<file path="config.mk">
export PLATFORM = sky130hd
export DESIGN_NAME = mem_stage_lsu
export DESIGN_NICKNAME = d
export VERILOG_FILES = /design/src/rtl/mem_stage_lsu.sv
export SDC_FILE = /design/constraint.sdc
export NUM_CORES = 1
export LEC_CHECK = 0
export CAP_MARGIN = 40
export CORE_MARGIN = 2
export CORE_UTILIZATION = 30
export CTS_CLUSTER_SIZE = 16
export DETAILED_ROUTE_END_ITERATION = 7
export PLACE_DENSITY = 0.57
export REMOVE_ABC_BUFFERS = 1
export SLEW_MARGIN = 5
export SYNTH_ARGS = -nofsm -noshare
export SYNTH_HDL_FRONTEND = slang
export SYNTH_SLANG_ARGS = --single-unit
</file>
<file path="constraint.sdc">
create_clock -name clk -period 4.5 [get_ports clk]
set_input_delay 0.675 -clock clk [delete_from_list [all_inputs] [get_ports clk]]
set_output_delay 0.675 -clock clk [all_outputs]
set_load 0.005 [all_outputs]
</file>
<file path="src/rtl/mem_stage_lsu.sv">
// MEM-stage load/store unit for the RV32I pipeline.
// Accepts one load or store from the EX/MEM register, issues it on the
// word-addressed data-memory port, and stalls upstream until the response.
// Load results are aligned and extended here, so writeback sees final data.
//
// state  | meaning
// -------+-------------------------------------------------------------
// IDLE   | waiting for a request; faults are flagged combinationally
// ACCESS | strobe held from the captured request until dmem_resp
// DONE   | one cycle, stall released, load result valid (loads only)
module mem_stage_lsu (
  input  logic        clk,
  input  logic        rst,
  input  logic        valid_in,
  input  logic        mem_read_in,
  input  logic        mem_write_in,
  input  logic [2:0]  funct3_in,
  input  logic [31:0] addr_in,
  input  logic [31:0] wdata_in,
  output logic        stall_out,
  output logic [31:0] load_data_out,
  output logic        load_valid_out,
  output logic        access_fault_out,
  output logic        dmem_read,
  output logic        dmem_write,
  output logic [31:0] dmem_address,
  output logic [3:0]  dmem_byte_enable,
  output logic [31:0] dmem_wdata,
  input  logic [31:0] dmem_rdata,
  input  logic        dmem_resp
);

  typedef enum logic [1:0] {
    ST_IDLE   = 2'd0,
    ST_ACCESS = 2'd1,
    ST_DONE   = 2'd2
  } state_t;

  state_t      r_state;
  logic [2:0]  r_funct3;
  logic [1:0]  r_offset;
  logic        r_is_load;
  logic        r_dmem_read;
  logic        r_dmem_write;
  logic [31:0] r_dmem_address;
  logic [3:0]  r_dmem_byte_enable;
  logic [31:0] r_dmem_wdata;
  logic [31:0] r_load_data;
  logic        r_load_valid;

  logic        w_request;
  logic        w_funct3_ok;
  logic        w_misaligned;
  logic        w_conflict;
  logic        w_illegal;
  logic        w_idle;
  logic        w_accept;
  logic        w_fault;

  // Lane mask: funct3[1:0] encodes width (00 byte, 01 half, 10 word).
  function automatic logic [3:0] f_byte_enable(input logic [2:0] f3,
                                               input logic [1:0] off);
    logic [3:0] be;
    case (f3[1:0])
      2'b00:   be = 4'b0001 << off;
      2'b01:   be = 4'b0011 << off;
      default: be = 4'b1111;
    endcase
    return be;
  endfunction

  // Replicate store data across lanes so the enabled lanes see the right bytes.
  function automatic logic [31:0] f_store_lanes(input logic [2:0]  f3,
                                                input logic [31:0] wd);
    logic [31:0] lanes;
    case (f3[1:0])
      2'b00:   lanes = {4{wd[7:0]}};
      2'b01:   lanes = {2{wd[15:0]}};
      default: lanes = wd;
    endcase
    return lanes;
  endfunction

  // Shift the addressed lane down to bit 0, then sign- or zero-extend.
  function automatic logic [31:0] f_load_format(input logic [2:0]  f3,
                                                input logic [1:0]  off,
                                                input logic [31:0] rd);
    logic [31:0] shifted;
    logic [31:0] result;
    shifted = rd >> {off, 3'b000};
    case (f3)
      3'b000:  result = {{24{shifted[7]}}, shifted[7:0]};
      3'b001:  result = {{16{shifted[15]}}, shifted[15:0]};
      3'b100:  result = {24'h000000, shifted[7:0]};
      3'b101:  result = {16'h0000, shifted[15:0]};
      default: result = rd;
    endcase
    return result;
  endfunction

  // Request decode and legality; only meaningful while idle.
  always_comb begin
    w_request = valid_in & (mem_read_in | mem_write_in);
    case (funct3_in)
      3'b000, 3'b001, 3'b010, 3'b100, 3'b101: w_funct3_ok = 1'b1;
      default:                                w_funct3_ok = 1'b0;
    endcase
    w_misaligned = ((funct3_in[1:0] == 2'b01) & addr_in[0]) |
                   ((funct3_in[1:0] == 2'b10) & (addr_in[1:0] != 2'b00));
    w_conflict   = mem_read_in & mem_write_in;
    w_illegal    = ~w_funct3_ok | w_misaligned | w_conflict;
    // Reset overrides any request seen in the same cycle.
    w_idle       = (r_state == ST_IDLE) & ~rst;
    w_accept     = w_idle & w_request & ~w_illegal;
    w_fault      = w_idle & w_request & w_illegal;
  end

  // Control FSM; strobes, memory-side fields and load result are registered.
  always_ff @(posedge clk) begin
    if (rst) begin
      r_state            <= ST_IDLE;
      r_funct3           <= 3'b000;
      r_offset           <= 2'b00;
      r_is_load          <= 1'b0;
      r_dmem_read        <= 1'b0;
      r_dmem_write       <= 1'b0;
      r_dmem_address     <= 32'h0;
      r_dmem_byte_enable <= 4'h0;
      r_dmem_wdata       <= 32'h0;
      r_load_data        <= 32'h0;
      r_load_valid       <= 1'b0;
    end else begin
      r_load_valid <= 1'b0;
      case (r_state)
        ST_IDLE: begin
          if (w_accept) begin
            r_state            <= ST_ACCESS;
            r_funct3           <= funct3_in;
            r_offset           <= addr_in[1:0];
            r_is_load          <= mem_read_in;
            r_dmem_read        <= mem_read_in;
            r_dmem_write       <= mem_write_in;
            r_dmem_address     <= {addr_in[31:2], 2'b00};
            r_dmem_byte_enable <= f_byte_enable(funct3_in, addr_in[1:0]);
            r_dmem_wdata       <= f_store_lanes(funct3_in, wdata_in);
          end
        end
        ST_ACCESS: begin
          if (dmem_resp) begin
            r_state      <= ST_DONE;
            r_dmem_read  <= 1'b0;
            r_dmem_write <= 1'b0;
            if (r_is_load) begin
              r_load_data  <= f_load_format(r_funct3, r_offset, dmem_rdata);
              r_load_valid <= 1'b1;
            end
          end
        end
        // Inputs still show the finished instruction here; never re-accept.
        ST_DONE: begin
          r_state <= ST_IDLE;
        end
        default: begin
          r_state      <= ST_IDLE;
          r_dmem_read  <= 1'b0;
          r_dmem_write <= 1'b0;
        end
      endcase
    end
  end

  assign stall_out        = w_accept | (r_state == ST_ACCESS);
  assign access_fault_out = w_fault;
  assign dmem_read        = r_dmem_read;
  assign dmem_write       = r_dmem_write;
  assign dmem_address     = r_dmem_address;
  assign dmem_byte_enable = r_dmem_byte_enable;
  assign dmem_wdata       = r_dmem_wdata;
  assign load_data_out    = r_load_data;
  assign load_valid_out   = r_load_valid;

endmodule

</file>
==> results.json <==
{
  "reg2reg_from": "r_state[1]",
  "rsz0062_at_grt": "false",
  "hp-class": "reg -> reg",
  "nets": 867,
  "worst_slew_pin_slew_ps": 925.4,
  "fp.coreArea_mm2": 0.01594,
  "routed_wl_mm": 15.45,
  "cts-resized-gates": 0,
  "die_x_um": 132.2,
  "grt_util_met2_pct": 27.98,
  "postPlaceCellArea_mm2": 0.007107,
  "clock.fmax_ghz": 0.3000,
  "synth-compound-area-share_pct": 23.97,
  "antenna_found_initial": 0,
  "power.leakage_nw": 2.464,
  "async_reset_ff_share_pct": 0,
  "io_pins": 210,
  "worst_clock_skew_ps": 7.589,
  "drtIter0Drc": 242,
  "syn_avg_cell_area_um2": 8.408,
  "worst-setup-path-type": "in -> out",
  "holdPathEnd": "dmem_address[9]",
  "endpoint_kind": "output pin",
  "status": "finished, final reports clean",
  "fin_area_mm2": 0.007407,
  "rows": 46,
  "synthSimpleGateAreaFrac_pct": 17.01,
  "clock-sinks": 109,
  "dp_cells": 967,
  "hpwlAfterDp_mm": 11.11,
  "synth_mux_area_share_pct": 8.532,
  "areaGrowthSynthToFinish_pct": 50.33,
  "clk_latency_ps": 350,
  "grt_pass1_wl_mm": 24.40,
  "arrival_ps": 2660,
  "vias_per_cell": 4.898,
  "first_global_vias": 4511,
  "r2r_end": "dmem_wdata[31]",
  "ff2ff_path_depth": 5,
  "fp.dieH_um": 132.2,
  "use_met1_pct": 21.98,
  "min_path_cells": 2,
  "track_usage_pct": 17.27,
  "required_ps": 3830,
  "fin_tns_setup_ps": 0,
  "gp_congestion": 0.7726,
  "final_core_util_pct": 46.46,
  "p_per_area_mw_per_mm2": 281.8,
  "synth-adder-area-share_pct": 0,
  "tritoncts": "done",
  "period_minus_slack_ps": 3334,
  "cts-hold-fix-buffers": 0,
  "clk_pin_slew_ps": 70,
  "timing.final.crit_share_pct": 74.09,
  "cap_violations": 0,
  "post-cts-setup-buffer-count": 0,
  "synth_ff_type": "dfxtp_1",
  "ir_worst_vdd_mv": 0.2024,
  "globalRouteOverflowTotal": 0,
  "cts_made_buffers": 9,
  "busiest_layer": "met2",
  "setup_viol": 0,
  "stdcell_count": 982,
  "finalPower_mw": 2.087,
  "num_antenna_cells": 0,
  "synth_top_family_by_area": "compound AO/OA/AOI/OAI gates",
  "r2r_slack_ps": 2130,
  "clock-root-buffer": "clkbuf_16",
  "drtAntennaViolNets": 0,
  "start_util_pct": 30.91,
  "yosysWarnings": 0,
  "clockBufferDepth": 2,
  "hold_viol": 0,
  "io_buffers": 207,
  "setup.worst_path.start_class": "input pin",
  "htree_num_levels": 3,
  "slew_headroom_pct": 38.30,
  "grt_max_degree": 91,
  "die_area_mm2": 0.01746,
  "slew_viol_final": 0,
  "ys_ff_latch": 109,
  "cp_max_fo": 7,
  "worstHoldStart": "dmem_address[9]",
  "synth_edf_count": 0,
  "vias": 4810,
  "drive_gt1_share_pct": 5.091,
  "synth_seq_area_share_pct": 44.29,
  "drc": 0,
  "syn_area_mm2": 0.004927,
  "dr.pass1.iters": 5,
  "use_met3_pct": 5.459,
  "netlist_instances": 586,
  "wl_per_cell_um": 15.74,
  "synth_cell_type_count": 43,
  "synth_xor_area_share_pct": 0
}
synthesized netlist by cell type, types with 2 or more instances:
| master | number | share of area (%) |
|---|---|---|
| or2_2 | 3 | 0.38 |
| dfxtp_1 | 109 | 44 |
| mux2i_1 | 42 | 8.5 |
| buf_1 | 3 | 0.23 |
| a2bb2oi_1 | 7 | 1.2 |
| nand2_1 | 120 | 9.1 |
| and3_1 | 2 | 0.25 |
| nor2_1 | 53 | 4.0 |
| a21oi_1 | 85 | 8.6 |
| nor2b_1 | 2 | 0.25 |
| clkbuf_1 | 20 | 1.5 |
| a211oi_1 | 42 | 6.4 |
| o221ai_1 | 7 | 1.2 |
| a2bb2o_1 | 7 | 1.4 |
| nor3_1 | 3 | 0.30 |
| nand2b_1 | 8 | 1.0 |
| nand3_1 | 3 | 0.30 |
| buf_4 | 9 | 1.4 |
| buf_6 | 4 | 0.91 |
| o21ai_0 | 3 | 0.30 |
| buf_2 | 18 | 1.8 |
| o211ai_1 | 9 | 1.4 |
| o2bb2ai_1 | 7 | 1.2 |
power breakdown:
| group | switching, mW | internal [mW] | total (mW) |
|---|---|---|---|
| Clock | 0.352 | 0.457 | 0.809 |
| Sequential | 0.0117 | 0.983 | 0.995 |
| Combinational | 0.124 | 0.159 | 0.284 |
| Total | 0.487 | 1.60 | 2.09 |
stage by stage:
stage | setup WS, ps | hold WS (ps)
3_3_place_gp | 1206 | 442.4
5_1_grt | 1106 | 473.0
3_5_place_dp | 1179 | 446.2
4_1_cts | 1172 | 455.4
2_1_floorplan | 843.3 | 434.2
6_report | 1166 | 452.3
cell usage in the layout, fill, tap and decap left out, drive strengths merged, types with 3 or more instances in the layout:
master / count
nor3: 3
mux2i: 42
dfxtp: 109
o221ai: 7
a2bb2o: 7
nand2: 120
a21oi: 85
clkinv: 3
nor2: 54
a211oi: 43
buf: 13
clkbuf: 11
nand2b: 8
or2: 3
a2bb2oi: 7
o2bb2ai: 7
o211ai: 9
clkdlybuf4s50: 206
o21ai: 3
nand3: 3
critical path, cell delays in order:
cell,delay [ps]
clkdlybuf4s50_1,660
a21oi_1,240
o2111a_4,350
or2_2,290
clkdlybuf4s50_1,450
registers in the layout, summed over array words and instances (netlist names):
register / cells
r_is_load: 1
dmem_read: 1
r_funct3: 3
dmem_address: 30
r_offset: 2
dmem_wdata: 32
load_valid_out: 1
dmem_write: 1
load_data_out: 32
dmem_byte_enable: 4
r_state: 2
routing by layer:
| layer | part of all wire [%] | wire length, um | vias up |
|---|---|---|---|
| met5 | 0 | 0 | - |
| met4 | 1.3 | 199 | 0 |
| met3 | 8.6 | 1331 | 12 |
| met2 | 46 | 7055 | 175 |
| met1 | 44 | 6866 | 2225 |
| li1 | - | - | 2398 |
cell families after synthesis:
logic type | after synthesis
muxes | 42
DFF | 109
buffers and inverters | 57
and+or+nand+nor | 200
AOI/OAI and AO/OA | 177
other | 1
how the worst max path moves through the flow:
stage	endpoint	depth (start not counted)	start	slack [ps]
detailed placement	stall_out	5	funct3_in[0]	1180
finish	stall_out	5	funct3_in[0]	1170
global route	stall_out	5	addr_in[0]	1110
floorplan	stall_out	3	rst	840
CTS	stall_out	5	funct3_in[0]	1170
global placement	stall_out	5	funct3_in[0]	1210
area by class of cell:
type | instances | area [um^2]
multi-input combinational | 421 | 2467
fill | 1546 | 8536
sequential | 109 | 2182
tap | 216 | 270.3
timing repair buffer | 219 | 2180
clock inverter | 4 | 47.55
clock buffer | 11 | 252.7
inverter | 2 | 7.507
(Power assumes the default switching activity.)
